--- config.mk ---
export PLATFORM = sky130hd
export DESIGN_NAME = frequency_to_ascii
export DESIGN_NICKNAME = d
export VERILOG_FILES = /design/src/rtl/frequency_to_ascii.sv
export SDC_FILE = /design/constraint.sdc
export NUM_CORES = 1
export LEC_CHECK = 0
export ABC_AREA = 1
export CAP_MARGIN = 25
export CORE_MARGIN = 2
export CORE_UTILIZATION = 58
export CTS_CLUSTER_DIAMETER = 30
export CTS_CLUSTER_SIZE = 24
export DETAILED_ROUTE_END_ITERATION = 10
export DONT_BUFFER_PORTS = 1
export GPL_TIMING_DRIVEN = 0
export PLACE_DENSITY = 0.75
export SYNTH_ARGS = -nofsm -noshare
export SYNTH_HDL_FRONTEND = slang
export SYNTH_SLANG_ARGS = --single-unit
--- constraint.sdc ---
create_clock -name clock -period 1.95 [get_ports clock]
set_input_delay 0.2925 -clock clock [delete_from_list [all_inputs] [get_ports clock]]
set_output_delay 0.2925 -clock clock [all_outputs]
set_load 0.05 [all_outputs]
--- src/rtl/frequency_to_ascii.sv ---
// Converts a captured 32-bit frequency word to decimal via sequential double-dabble
// and streams it as a fixed-format ASCII line over a valid/ready byte handshake.
module frequency_to_ascii #(
   parameter int unsigned FRACTION_DIGITS     = 4,
   parameter bit          BLANK_LEADING_ZEROS = 1'b1
) (
   input  logic        clock,
   input  logic        reset_n,
   input  logic [31:0] frequency,
   input  logic        valid,
   output logic [7:0]  byte_out,
   output logic        byte_valid,
   input  logic        byte_ready,
   output logic        busy,
   output logic        dropped
);

   localparam int unsigned FREQ_W   = 32;
   localparam int unsigned DIGITS   = 10;
   localparam int unsigned BCD_W    = 4 * DIGITS;
   localparam int unsigned CNT_W    = 5;
   localparam int unsigned IDX_W    = 4;
   localparam int unsigned NUM_INT  = DIGITS - FRACTION_DIGITS;
   localparam int unsigned HAS_DOT  = (FRACTION_DIGITS > 0) ? 1 : 0;
   localparam int unsigned LEN      = DIGITS + HAS_DOT + 2;
   localparam int unsigned FRAC_END = DIGITS + HAS_DOT;

   typedef enum logic [1:0] {S_IDLE, S_CONVERT, S_EMIT} state_t;

   state_t             r_state,   w_state_nxt;
   logic [FREQ_W-1:0]  r_shift,   w_shift_nxt;
   logic [BCD_W-1:0]   r_bcd,     w_bcd_nxt;
   logic [CNT_W-1:0]   r_cnt,     w_cnt_nxt;
   logic [IDX_W-1:0]   r_idx,     w_idx_nxt;
   logic               r_blank,   w_blank_nxt;
   logic [7:0]         r_byte,    w_byte_nxt;
   logic               r_bvalid,  w_bvalid_nxt;
   logic               r_busy,    w_busy_nxt;
   logic               r_dropped, w_dropped_nxt;

   logic [BCD_W-1:0]   w_adj;
   logic [IDX_W-1:0]   w_pos;
   logic [3:0]         w_nib;
   logic               w_is_int;
   logic               w_is_digit;
   logic [7:0]         w_char;
   logic               w_char_blank;

   // Double-dabble correction: add 3 to every BCD digit that is 5 or more.
   always_comb begin
      w_adj = r_bcd;
      for (int i = 0; i < int'(DIGITS); i++) begin
         if (r_bcd[4*i +: 4] >= 4'd5) begin
            w_adj[4*i +: 4] = r_bcd[4*i +: 4] + 4'd3;
         end
      end
   end

   // Character for the byte index about to be loaded; digit 9 is the most significant.
   always_comb begin
      w_is_int     = 1'b0;
      w_is_digit   = 1'b0;
      w_pos        = '0;
      w_char       = 8'h0A;
      w_char_blank = r_blank;
      if (r_idx < IDX_W'(NUM_INT)) begin
         w_is_int   = 1'b1;
         w_is_digit = 1'b1;
         w_pos      = IDX_W'(DIGITS - 1) - r_idx;
      end else if ((HAS_DOT != 0) && (r_idx == IDX_W'(NUM_INT))) begin
         w_char = 8'h2E;
      end else if (r_idx < IDX_W'(FRAC_END)) begin
         w_is_digit = 1'b1;
         w_pos      = IDX_W'(DIGITS) - r_idx;
      end else if (r_idx == IDX_W'(LEN - 2)) begin
         w_char = 8'h0D;
      end
      w_nib = 4'(r_bcd >> {w_pos, 2'b00});
      if (w_is_digit) begin
         w_char = 8'h30 | {4'h0, w_nib};
      end
      if (w_is_int && BLANK_LEADING_ZEROS && r_blank && (w_nib == 4'd0) &&
          (r_idx != IDX_W'(NUM_INT - 1))) begin
         w_char = 8'h20;
      end
      if (w_is_int && (w_nib != 4'd0)) begin
         w_char_blank = 1'b0;
      end
   end

   // Next-state and registered-output logic.
   always_comb begin
      w_state_nxt   = r_state;
      w_shift_nxt   = r_shift;
      w_bcd_nxt     = r_bcd;
      w_cnt_nxt     = r_cnt;
      w_idx_nxt     = r_idx;
      w_blank_nxt   = r_blank;
      w_byte_nxt    = r_byte;
      w_bvalid_nxt  = r_bvalid;
      w_busy_nxt    = r_busy;
      w_dropped_nxt = valid & r_busy;
      unique case (r_state)
         S_IDLE: begin
            if (valid) begin
               w_shift_nxt = frequency;
               w_bcd_nxt   = '0;
               w_cnt_nxt   = '0;
               w_idx_nxt   = '0;
               w_blank_nxt = 1'b1;
               w_busy_nxt  = 1'b1;
               w_state_nxt = S_CONVERT;
            end
         end
         S_CONVERT: begin
            {w_bcd_nxt, w_shift_nxt} = {w_adj[BCD_W-2:0], r_shift, 1'b0};
            w_cnt_nxt = r_cnt + CNT_W'(1);
            if (r_cnt == CNT_W'(31)) begin
               w_state_nxt = S_EMIT;
            end
         end
         S_EMIT: begin
            if (!r_bvalid || byte_ready) begin
               if (r_bvalid && (r_idx == IDX_W'(LEN))) begin
                  w_bvalid_nxt = 1'b0;
                  w_busy_nxt   = 1'b0;
                  w_state_nxt  = S_IDLE;
               end else begin
                  w_byte_nxt   = w_char;
                  w_bvalid_nxt = 1'b1;
                  w_blank_nxt  = w_char_blank;
                  w_idx_nxt    = r_idx + IDX_W'(1);
               end
            end
         end
         default: w_state_nxt = S_IDLE;
      endcase
   end

   always_ff @(posedge clock or negedge reset_n) begin
      if (!reset_n) begin
         r_state   <= S_IDLE;
         r_shift   <= '0;
         r_bcd     <= '0;
         r_cnt     <= '0;
         r_idx     <= '0;
         r_blank   <= 1'b0;
         r_byte    <= 8'h00;
         r_bvalid  <= 1'b0;
         r_busy    <= 1'b0;
         r_dropped <= 1'b0;
      end else begin
         r_state   <= w_state_nxt;
         r_shift   <= w_shift_nxt;
         r_bcd     <= w_bcd_nxt;
         r_cnt     <= w_cnt_nxt;
         r_idx     <= w_idx_nxt;
         r_blank   <= w_blank_nxt;
         r_byte    <= w_byte_nxt;
         r_bvalid  <= w_bvalid_nxt;
         r_busy    <= w_busy_nxt;
         r_dropped <= w_dropped_nxt;
      end
   end

   assign byte_out   = r_byte;
   assign byte_valid = r_bvalid;
   assign busy       = r_busy;
   assign dropped    = r_dropped;

endmodule

### Word-level counts from Yosys, hierarchy flattened

Cells that the tools add are included.

| storage, ports and cells | value |
|---|---|
| flip-flop bits (word level) | 95 |
| word-level logic and storage cells | 118 |
| input bits | 36 |

| operators by class | value |
|---|---|
| bitwise operators | 2 |
| equal/unequal tests | 13 |
| add/sub/neg operators | 14 |
| reduce and logical (&&, ||, !) cells | 19 |
| magnitude comparators | 12 |
| multiplexer cells | 47 |
| shift-type cells | 1 |

Operators with widths:

| cell | number |
|---|---|
| 40-bit case mux with 2 select lines | 1 |
| 32-bit case mux with 2 select lines | 1 |
| 4-bit 2-to-1 mux | 15 |
| 4-bit by 3-bit >= comparator with 1-bit output (second input constant) | 10 |
| 40-bit 2-to-1 mux | 1 |
| 40-bit by 6-bit >> shifter with 4-bit output | 1 |
| 4-bit by 2-bit adder with 4-bit output (second input constant) | 9 |
| 32-bit 2-to-1 mux | 1 |
| 8-bit 2-to-1 mux | 2 |
| 6-bit 2-to-1 mux | 2 |
| 2-bit inequality test (second input constant) | 6 |
| 4-bit AND reduction | 3 |
| 1-bit 2-to-1 mux | 11 |
| 5-bit case mux with 2 select lines | 1 |
| 3-bit 2-to-1 mux | 3 |
| 4-bit equality test (second input constant) | 2 |
| 2-bit 2-to-1 mux | 4 |
| 4-bit case mux with 2 select lines | 1 |
| 4-bit subtractor (first input constant) | 2 |
| 2-bit case mux with 3 select lines | 1 |
| 5-bit by 1-bit adder with 5-bit output (second input constant) | 1 |
| 5-bit equality test (second input constant) | 1 |
| 1-bit logical AND | 5 |
| 5-bit 2-to-1 mux | 1 |
| other kinds (20) | 23 |

### Longest topological paths before layout

| depth | value |
|---|---|
| depth in word-level cells | 11 |
| depth in mapped cells | 17 |
| mapped depth without buffers | 16 |

### Worst setup path before layout

OpenSTA, ideal clock, no wires.

| timing path | value |
|---|---|
| path kind | register to register |
| start | register r_idx[0] |
| end | register r_byte[4], in the netlist byte_out[4] |
| stages on the path, launching flop included | 16 |
| path slack | -0.031 ns |
| period minus slack after synthesis | 1.981 ns |
| data required time | 1.832 ns |
| arrival time | 1.864 ns |
| buffers on the path | 0 |
| cells stage by stage | dfrtp_1 ha_1 o21ai_2 nand2_1 nand2_1 inv_2 nor2_4 inv_2 nand3_1 nand3_1 nand2_1 inv_1 nor2_2 nand3_1 nand2_1 nand2_1 |

| on the way | value |
|---|---|
| cells in the longest elaborated chain, start to end | 9 |
| elaborated cells between the ends (all ways) | 25 |

RTL lines:

| element | RTL line | RTL |
|---|---|---|
| start, declared | 34 | `logic [IDX_W-1:0] r_idx, w_idx_nxt;` |
| start signal, assigned | 157 | `r_idx <= w_idx_nxt;` |
| 4-bit subtractor or 4-bit less-than comparator (tied branches) | 74, 72 |  |
| 4-bit 2-to-1 mux | 72 | `end else if (r_idx < IDX_W'(FRAC_END)) begin` |
| 4-bit 2-to-1 mux | 70 | `end else if ((HAS_DOT != 0) && (r_idx == IDX_W'(NUM_INT))) begin` |
| 4-bit 2-to-1 mux | 66 | `if (r_idx < IDX_W'(NUM_INT)) begin` |
| 40-bit by 6-bit >> shifter with 4-bit output | 78 | `w_nib = 4'(r_bcd >> {w_pos, 2'b00});` |
| 4-bit zero test | 82 | `if (w_is_int && BLANK_LEADING_ZEROS && r_blank && (w_nib == 4'd0) &&` |
| 1-bit logical AND (2 in series) | 82 |  |
| 8-bit 2-to-1 mux | 82 |  |
| end signal, assigned | 159 | `r_byte <= w_byte_nxt;` |
| end, declared | 36 | `logic [7:0] r_byte, w_byte_nxt;` |

Several ways; a longest one is shown, not always the timed one.
A chain may end at the register's enable or synchronous reset.

### Final worst setup path

| timing path | value |
|---|---|
| start | register r_idx[1] |
| end | register r_blank |

| on the way | value |
|---|---|
| cells in the longest elaborated chain, start to end | 9 |
| elaborated cells between the ends (all ways) | 17 |

RTL lines:

| element | RTL line | RTL |
|---|---|---|
| 4-bit subtractor or 4-bit less-than comparator (tied branches) | 74, 72 |  |
| 4-bit 2-to-1 mux | 72 |  |
| 4-bit 2-to-1 mux | 70 |  |
| 4-bit 2-to-1 mux | 66 |  |
| 40-bit by 6-bit >> shifter with 4-bit output | 78 |  |
| 4-bit nonzero test | 86 | `if (w_is_int && (w_nib != 4'd0)) begin` |
| 1-bit logical AND | 86 |  |
| 2-bit inequality test (no source line) | - |  |
| 5-bit AND reduction (no source line) * | - |  |
| end signal, assigned | 158 | `r_blank <= w_blank_nxt;` |
| end, declared | 35 | `logic r_blank, w_blank_nxt;` |

Every way passes the cells marked *; elsewhere a longest branch is shown, timed or not.

==> out/results.ini <==
[timing]
post-route-min-period_ps=2193
fin_ws_ps=-242.9
slew_headroom_pct=49.67
setup_viol=6
holdWs_ps=-395.9
post-route-period-util_pct=112.5
max_slew.worst_pin.slew_ps=754.9
finalClockSkew_ps=14.19
finalHoldViolations=93
rsz0062_at_grt=true
fmax_mhz=456.0
maxSlewViolCount=0

[setup_path]
required_ps=2230
reg2reg_depth=16
startpoint_type=flop
end_kind=flop
crit_arrival_ps=2470
critical_path_class=flop to flop
r2r_slack_ps=-240
startpoint=r_idx[1]
cp_max_fo=5
crit_end=r_blank
rr_startpoint=r_idx[1]
r2r_end=r_blank

[routing]
drc=0
postRouteAntennaNets=0
vias=4949
routedWlPerCell_um=17.48
vias_per_cell=6.028
dr.first_iter.drc_count=387
wl_mm=14.35
dr.pass1.iters=5

[yosys]
synthAdderAreaFrac_pct=6.374
yosys_warnings=0
synth_area_leaders=dfrtp_1 44%, nand2_1 11%, nand3_1 8.5%
synth-compound-area-share_pct=14.59
syn_inst=671
ys_seq_area_share_pct=43.91
yosys.area_share.simple_pct=24.36
synth_area_um2=5300
async_flop_share_pct=100.0
synth_flop_cell=dfrtp_1
synth_top_family_by_area=simple AND/OR/NAND/NOR gates
yosysTopAreaCellShare_pct=43.91
synth-edff-count=0
muxShareOfSynthArea_pct=0
yosysTopAreaCell=dfrtp_1
syn_area_per_cell_um2=7.899
yosys_register_bits=93
yosys.cell_types.count=36
synth-xor-area-share_pct=1.818

[place]
dp.cells=780
dpl_cell_area_um2=5441
gp_congestion=0.9788
dp_hpwl_mm=9.077
io_buffers=0

[die]
std_cell_rows=34
dieArea_um2=9919
die-width_um=99.60
coreArea_um2=8806
die_y_um=99.60
io_pins=47
initial_core_util_pct=60.19

[outcome]
status=finished with violations
violations=hold timing, setup timing

[final_layout]
area_growth_pct=17.49
drive_gt1_share_pct=17.25
design_area_um2=6227
finalNonFillerCells=821
antenna_cells=0
nets=771

[global_route]
use_met3_pct=5.552
grt_max_degree=94
grtUsageTotal_pct=28.38
grt-busiest-layer=met2
first_global_vias=4752
grt_util_met1_pct=38.86
gr-total-overflow=0
antenna_found_initial=0
grt_pass1_wl_mm=22.38
use_met2_pct=44.54

[pwr]
p_leak_nw=3.040
power_density_nw_per_um2=1770
vdd_drop_max_mv=0.9876

[clock_tree]
clock_latency_ps=380
path_clk_slew_ps=110
root_buffer=clkbuf_8
clock-sinks=93
cts_buffers=9
tritoncts=done
cts_buffer_depth=2
cts_max_level=3

[hold_path]
hold_class=input pin to asynchronous set/reset pin

[run]
drv_cap=0

[Yosys cell counts, types with 2 or more instances]
cell and count:
o21ai_0 66, nand3_1 90, o21ai_2 2, a21oi_1 5, nand4_1 2, xor2_1 11, o22ai_1 14, nor2_1 38
o211ai_1 8, a22oi_1 16, nand2_4 2, inv_1 86, buf_4 4, ha_1 27, buf_2 2, dfrtp_1 93
o32ai_1 9, inv_2 4, a22o_1 2, clkbuf_1 20, nand2_2 2, o21ai_1 2, nand2_1 153
[cell type report]
class                   count  area, um^2
clock inverters             6       55.05
multi-input cells         462        2828
flip-flops and latches     93        2332
inverters                  91       359.1
fillers                   658        2579
clock buffers              10       137.6
well taps                 108       135.1
repair buffers             24       224.0
plain buffers              27       156.4
[timing repair]
action	CTS	global route
setup buffers	11	10
pin swaps	21	16
resized for setup	60	46
cloned	3	1
hold endpoints to repair	93	93
endpoints found under the setup margin	70	45
[logic make-up after synthesis]
family | count (synthesis)
compound gates | 127
xor+xnor | 11
fa+ha+maj | 27
buf+inv | 118
flops | 93
other cells | 1
simple gates | 294
[how the worst min path moves through the flow]
stage | start | cells after the start | slack (ps) | end
final | reset_n | 0 | -400 | r_bcd[26]
after global routing | reset_n | 0 | -420 | r_bcd[27]
after CTS | reset_n | 0 | -400 | byte_out[4]
after detailed placement | reset_n | 0 | 0.06 | r_bcd[27]
after global placement | reset_n | 0 | 0.2 | r_bcd[25]
after floorplan | reset_n | 0 | -3 | busy
[worst max-delay path, cell delays in order (launching register included)]
cell and delay, ps:
dfrtp_2 490, ha_4 200, o21ai_4 190, nand2_4 110, nand2_4 100, inv_6 40
nor2_4 180, inv_4 70, buf_12 140, nand3_4 70, nand3_2 80, nand2_2 120
nor2_4 50, nand2_1 60, nand2_1 60, nand2_1 60, nand2_1 50
[cell usage in the layout, fill, tap and decap left out, types with 2 or more instances in the layout]
cell type and n:
inv_2 3, conb_1 2, o21ai_0 65, inv_6 2
o21ai_2 3, dfrtp_1 89, nand2_4 8, dfrtp_2 4
nor2_1 32, nand3_4 7, o22ai_1 14, nand3_1 72
buf_6 8, inv_1 82, clkbuf_2 10, buf_12 2
a22oi_1 16, nand3_2 13, nand2_1 145, nand2_8 3
a21oi_1 5, ha_4 3, clkbuf_8 10, nand2_2 3
nor2_2 2, xor2_1 11, nand4_1 2, ha_1 23
buf_4 22, inv_8 2, clkinvlp_4 2, inv_4 5
o211ai_1 8, nor2_4 6, o32ai_1 9, a22o_1 2
clkbuf_1 8
[sequential cells by signal (all words and copies together) (netlist names), 2 cells and up]
register / cells
r_bcd: 40
r_shift: 32
byte_out: 6
r_cnt: 5
r_idx: 4
r_state: 2
[through the flow]
step	setup TNS [ps]	hold WS [ps]	utilization (%)	power [mW]	setup slack, ps
6_report	-966.2	-395.9	70.72	11.03	-242.9
5_1_grt	-1728	-421.4	70.72	11.94	-302.2
4_1_cts	-827.0	-399.5	67.41	10.45	-119.9
3_5_place_dp	-11990	0.06392	61.79	8.829	-497.3
3_3_place_gp	-7540	0.2316	61.79	8.557	-429.7
2_1_floorplan	0	-3.091	-	7.453	8.086
[layer usage]
metal,wire length [um],vias to the layer above
met5,0,-
met4,356,0
met3,989,36
met2,7038,210
met1,5968,2416
li1,-,2287
[power by group]
group / leakage, nW / total (mW) / switching, mW / internal [mW]
Clock: 0.0929 / 1.29 / 0.762 / 0.523
Combinational: 1.81 / 6.14 / 3.90 / 2.25
Sequential: 1.13 / 3.60 / 0.749 / 2.85
Total: 3.04 / 11.0 / 5.41 / 5.62
No activity file was read; power rests on OpenSTA's default activity.
